### config.mk
export PLATFORM = sky130hd
export DESIGN_NAME = telemetry_sched_flat
export DESIGN_NICKNAME = d
export VERILOG_FILES = /design/src/rtl/telemetry_sched_if.sv /design/src/rtl/telemetry_sched.sv /design/src/flat_wrapper.sv
export SDC_FILE = /design/constraint.sdc
export NUM_CORES = 1
export LEC_CHECK = 0
export CORE_AREA = 3 3 98 100
export DETAILED_ROUTE_END_ITERATION = 8
export DIE_AREA = 0 0 101 103
export GPL_ROUTABILITY_DRIVEN = 1
export GPL_TIMING_DRIVEN = 0
export HOLD_SLACK_MARGIN = 0.12
export RECOVER_POWER = 25
export SYNTH_ARGS = -nofsm -noshare
export SYNTH_HDL_FRONTEND = slang
export SYNTH_SLANG_ARGS = --single-unit
### constraint.sdc
create_clock -name clk -period 6.6 [get_ports clk]
set_input_delay 0.66 -clock clk [delete_from_list [all_inputs] [get_ports clk]]
set_output_delay 0.66 -clock clk [all_outputs]
set_load 0.05 [all_outputs]
### src/rtl/telemetry_sched_if.sv
// Handshake and data bundle between the telemetry scheduler, the sensor registers and the UART
// transmitter. The master side supplies readings and tx_done; the slave side is the scheduler.
interface telemetry_sched_if;
  logic        en;
  logic [11:0] batt;
  logic [11:0] curr;
  logic [11:0] torque;
  logic        tx_done;
  logic        trmt;
  logic [7:0]  tx_data;
  logic        busy;
  logic        ovr;

  modport master (
    output en,
    output batt,
    output curr,
    output torque,
    output tx_done,
    input  trmt,
    input  tx_data,
    input  busy,
    input  ovr
  );

  modport slave (
    input  en,
    input  batt,
    input  curr,
    input  torque,
    input  tx_done,
    output trmt,
    output tx_data,
    output busy,
    output ovr
  );
endinterface

### src/rtl/telemetry_sched.sv
// Periodic telemetry scheduler: snapshots battery/current/torque on a free-running tick and
// sends an 8-byte framed packet to the UART transmitter using its trmt/tx_done handshake.
module telemetry_sched #(
  parameter int unsigned FAST_SIM = 1
) (
  input logic              clk,
  input logic              rst,
  telemetry_sched_if.slave tel
);

  localparam int unsigned TmrW = (FAST_SIM != 0) ? 12 : 20;
  localparam logic [TmrW-1:0] TmrOne = 1;

  // StLoad is the one-cycle register-update slot between a byte's tx_done and the next trmt.
  typedef enum logic [1:0] {
    StIdle,
    StXmit,
    StWait,
    StLoad
  } state_e;

  state_e            state_q, state_d;
  logic [TmrW-1:0]   tmr_q;
  logic              tick;
  logic [2:0]        idx_q, idx_d;
  logic [11:0]       batt_s_q, batt_s_d;
  logic [11:0]       curr_s_q, curr_s_d;
  logic [11:0]       torque_s_q, torque_s_d;
  logic [7:0]        tx_data_q, tx_data_d;
  logic              trmt_q;
  logic              busy_q;
  logic              ovr_q, ovr_d;

  function automatic logic [7:0] pkt_byte(input logic [2:0]  i,
                                           input logic [11:0] b,
                                           input logic [11:0] c,
                                           input logic [11:0] t);
    logic [7:0] byte_v;
    case (i)
      3'd0:    byte_v = 8'hAA;
      3'd1:    byte_v = 8'h55;
      3'd2:    byte_v = {4'h0, b[11:8]};
      3'd3:    byte_v = b[7:0];
      3'd4:    byte_v = {4'h0, c[11:8]};
      3'd5:    byte_v = c[7:0];
      3'd6:    byte_v = {4'h0, t[11:8]};
      default: byte_v = t[7:0];
    endcase
    return byte_v;
  endfunction

  assign tick = &tmr_q;

  always_comb begin
    state_d    = state_q;
    idx_d      = idx_q;
    batt_s_d   = batt_s_q;
    curr_s_d   = curr_s_q;
    torque_s_d = torque_s_q;
    tx_data_d  = tx_data_q;
    ovr_d      = 1'b0;

    unique case (state_q)
      StIdle: begin
        if (tick && tel.en) begin
          batt_s_d   = tel.batt;
          curr_s_d   = tel.curr;
          torque_s_d = tel.torque;
          idx_d      = 3'd0;
          tx_data_d  = 8'hAA;
          state_d    = StXmit;
        end
      end
      StXmit: begin
        state_d = StWait;
      end
      StWait: begin
        if (tel.tx_done) begin
          if (idx_q == 3'd7) begin
            state_d = StIdle;
          end else begin
            idx_d   = idx_q + 3'd1;
            state_d = StLoad;
          end
        end
      end
      StLoad: begin
        // tx_data changes together with trmt so it stays stable across a whole byte.
        tx_data_d = pkt_byte(idx_q, batt_s_q, curr_s_q, torque_s_q);
        state_d   = StXmit;
      end
      default: begin
        state_d = StIdle;
      end
    endcase

    if (tick && tel.en && (state_q != StIdle)) begin
      ovr_d = 1'b1;
    end
  end

  always_ff @(posedge clk) begin
    if (rst) begin
      state_q    <= StIdle;
      tmr_q      <= '0;
      idx_q      <= 3'd0;
      batt_s_q   <= 12'h000;
      curr_s_q   <= 12'h000;
      torque_s_q <= 12'h000;
      tx_data_q  <= 8'h00;
      trmt_q     <= 1'b0;
      busy_q     <= 1'b0;
      ovr_q      <= 1'b0;
    end else begin
      state_q    <= state_d;
      tmr_q      <= tmr_q + TmrOne;
      idx_q      <= idx_d;
      batt_s_q   <= batt_s_d;
      curr_s_q   <= curr_s_d;
      torque_s_q <= torque_s_d;
      tx_data_q  <= tx_data_d;
      trmt_q     <= (state_d == StXmit);
      busy_q     <= (state_d != StIdle);
      ovr_q      <= ovr_d;
    end
  end

  assign tel.trmt    = trmt_q;
  assign tel.tx_data = tx_data_q;
  assign tel.busy    = busy_q;
  assign tel.ovr     = ovr_q;

endmodule

### src/flat_wrapper.sv
// flat-port wrapper written by rule: the top's interface ports become plain ports
module telemetry_sched_flat 
#(
  parameter int unsigned FAST_SIM = 1
)
  (clk, rst, tel_en, tel_batt, tel_curr, tel_torque, tel_tx_done, tel_trmt, tel_tx_data, tel_busy, tel_ovr);
  telemetry_sched_if tel_i ();
  input logic clk;
  input logic rst;
  input wire logic [$bits(tel_i.en)-1:0] tel_en;
  input wire logic [$bits(tel_i.batt)-1:0] tel_batt;
  input wire logic [$bits(tel_i.curr)-1:0] tel_curr;
  input wire logic [$bits(tel_i.torque)-1:0] tel_torque;
  input wire logic [$bits(tel_i.tx_done)-1:0] tel_tx_done;
  output wire logic [$bits(tel_i.trmt)-1:0] tel_trmt;
  output wire logic [$bits(tel_i.tx_data)-1:0] tel_tx_data;
  output wire logic [$bits(tel_i.busy)-1:0] tel_busy;
  output wire logic [$bits(tel_i.ovr)-1:0] tel_ovr;
  assign tel_i.en = tel_en;
  assign tel_i.batt = tel_batt;
  assign tel_i.curr = tel_curr;
  assign tel_i.torque = tel_torque;
  assign tel_i.tx_done = tel_tx_done;
  assign tel_trmt = tel_i.trmt;
  assign tel_tx_data = tel_i.tx_data;
  assign tel_busy = tel_i.busy;
  assign tel_ovr = tel_i.ovr;
  telemetry_sched #(.FAST_SIM(FAST_SIM)) u_core (.clk(clk), .rst(rst), .tel(tel_i));
endmodule
==> flow_summary.toml <==
[status]
outcome = "completed"

[synth]
synth_nets = 349
ys_types = 39
postSynthCellCount = 302
synth_top_flop_cell = "dfxtp_1"
syn_area_um2 = 2680
synth_area_leaders = "dfxtp_1, mux2i_1, nand2_1, a21oi_1, nor2_1"
synthArstFlopShare = 0
synth_top_cell_by_area = "dfxtp_1"
synth_edf_count = 0
synth-seq-cells = 64
synth-seq-area-share = 0.477
syn_avg_cell_area_um2 = 8.89
synth_top_area_share = 0.477
ys_warn_count = 0

[worst_setup_path]
cp_slowest_stage_delay_ns = 0.93
path_cells = "buf_2 -> clkinv_1 -> ha_1 -> clkbuf_1 -> nor4_2 -> nand2b_1 -> a32o_1"
worst-path-stages = 7
cp.arrival_ns = 3.04
r2r_cells = 7
cp-start-kind = "flop"
end_kind = "flop"
cp_max_fo = 10
path_delay_family = "simple AND/OR/NAND/NOR gates"
path_class = "flop to flop"
worstPathRequired_ns = 6.84
crit_slowest_cell = "nor4_2"
cp.buffers_inverters = 3

[power]
leakagePower_nw = 1.16
p_per_area_nw_per_um2 = 215
peakVddDrop_mv = 0.0962

[finish]
layout-drive-gt1-share = 0.0601
fill_cells = 907
final_util = 0.397
area_delta_synth_final_pct = 29.7
antenna_cells = 0
final_common_cell = "dfxtp_1"
final_cell_mix = "dfxtp_1, clkdlybuf4s50_1, nand2_1"
final_nets = 409

[routing]
dr_wl_met2_mm = 3.02
drt-total-wl_mm = 6.86
met3_length_um = 400
drtIter0Drc = 91
wl_per_cell_um = 14.5
vias_per_cell = 4.81
ant_nets = 0
highest_layer = "met4"
drc = 0
firstDrtPassIters = 4
vias = 2282
wl_met1_mm = 3.38

[floorplanning]
num_io_pins = 51
start_util = 0.306
die_x_um = 101
die_height_um = 103
rows = 34
die_area_um2 = 10400
core_um2 = 8760

[hold_path]
min_path_type = "flop to flop"
whs_path_depth = 2

[clock_network]
cts_sinks = 64
htree_levels = 3
cts-root-buf = "clkbuf_8"
postCtsHoldBufs = 0
post_cts_buffers = 0
cts_tree = "built"
cts_buffers = 9
clk-insertion-delay-late_ns = 0.34
cts_resized = 0
cts.clk_slew.worst_paths_ns = 0.07
cts.path.max_buffers = 2

[sta]
worstMarginPinSlew_ns = 1.00
final-max-slew-violation-count = 0
post-route-min-period_ns = 2.81
finalSetupViolations = 0
period_share = 0.425
relSlewSlack = 0.327
skew_ns = 0.00754
tns_ns = 0
finalHoldViolCount = 0
fmax_mhz = 356
rsz0062_at_grt = "false"

[placement]
dp_hpwl_mm = 5.03
portBuffers = 49
globalplace.congestion = 0.771

[grt]
overflow = 0
antenna_found_initial = 0
grt_max_degree = 11
grt_use_total = 0.138
grt_pass1_vias = 2221
grt_pass1_wl_mm = 11.0

[flow_run]
maxCapViolations = 0
==> final timing paths <==
kind,end,slack (ns),startpoint
max,u_core.tel.tx_data[0],3.79,u_core.idx_q[2]
min,u_core.batt_s_q[1],0.46,u_core.batt_s_q[1]
max reg2reg,u_core.tel.tx_data[0],3.79,u_core.idx_q[2]
min reg2reg,u_core.batt_s_q[1],0.46,u_core.batt_s_q[1]
==> cell families after synthesis <==
kind of cell / count (synthesis) / synth area share
flip-flops: 64 / 0.477
adder cells (fa/ha/maj): 7 / 0.0326
buffers and inverters: 26 / 0.0438
multiplexers: 19 / 0.0709
XOR/XNOR: 9 / 0.0294
AO/OA/AOI/OAI: 56 / 0.136
AND/OR/NAND/NOR: 121 / 0.210
==> metrics by stage <==
step / total power [W] / cells / cell area [um2] / setup slack (ns) / hold WS [ns]
after floorplan: 0.000406 / 302 / 2680 / 4.48 / 0.427
after global placement: 0.000434 / 459 / 3310 / 3.85 / 0.439
after detailed placement: 0.000434 / 459 / 3310 / 3.79 / 0.446
after CTS: 0.000758 / 474 / 3500 / 3.78 / 0.454
after global routing: 0.000780 / 474 / 3480 / 3.59 / 0.476
final: 0.000750 / 474 / 3480 / 3.79 / 0.457
==> routing by layer <==
layer | track usage | up-vias
met1 | 0.187 | 1056
met4 | 0.0276 | 0
met5 | 0 | -
met3 | 0.0521 | 7
met2 | 0.211 | 49
li1 | - | 1170
==> power breakdown <==
| group | switching, W | leakage (nW) | total, W | internal [W] |
|---|---|---|---|---|
| Combinational | 0.0000128 | 0.542 | 0.0000355 | 0.0000227 |
| Sequential | 0.00000163 | 0.516 | 0.000389 | 0.000388 |
| Clock | 0.000145 | 0.0989 | 0.000326 | 0.000181 |
==> layout make-up <==
class	instances	area [um2]	area share
Timing Repair Buffer	49	490	0.141
Sequential cell	64	1280	0.368
Inverter	6	22.5	0.00647
Multi-Input combinational cell	212	1280	0.367
Buffer	20	87.6	0.0252
Clock buffer	11	141	0.0406
Clock inverter	4	45.0	0.0129
Tap cell	108	135	0.0388
==> state kept, by name, indices dropped and copies added (netlist names) <==
name	count
u_core.tel.ovr	1
u_core.tel.tx_data	8
u_core.state_q	2
u_core.batt_s_q	12
u_core.curr_s_q	12
u_core.idx_q	3
u_core.torque_s_q	12
u_core.tel.busy	1
u_core.tel.trmt	1
u_core.tmr_q	12
==> worst min-delay path: stages, from the launching register on <==
cell     delay [ns]
dfxtp_1        0.31
nand2_1        0.05
a21oi_1        0.05
==> synth_stat cells, drive strengths merged, types with 3 or more instances <==
cell and n:
a211oi 3, a21oi 28, a221oi 5, a222oi 3, a311oi 3, buf 7
clkbuf 13, dfxtp 64, ha 7, inv 5, mux2i 19, nand2 48
nand2b 6, nand3 9, nor2 37, nor3 7, nor4 4, o21ai 4
xnor2 7
Note: power is estimated with default switching activity, not from simulation.
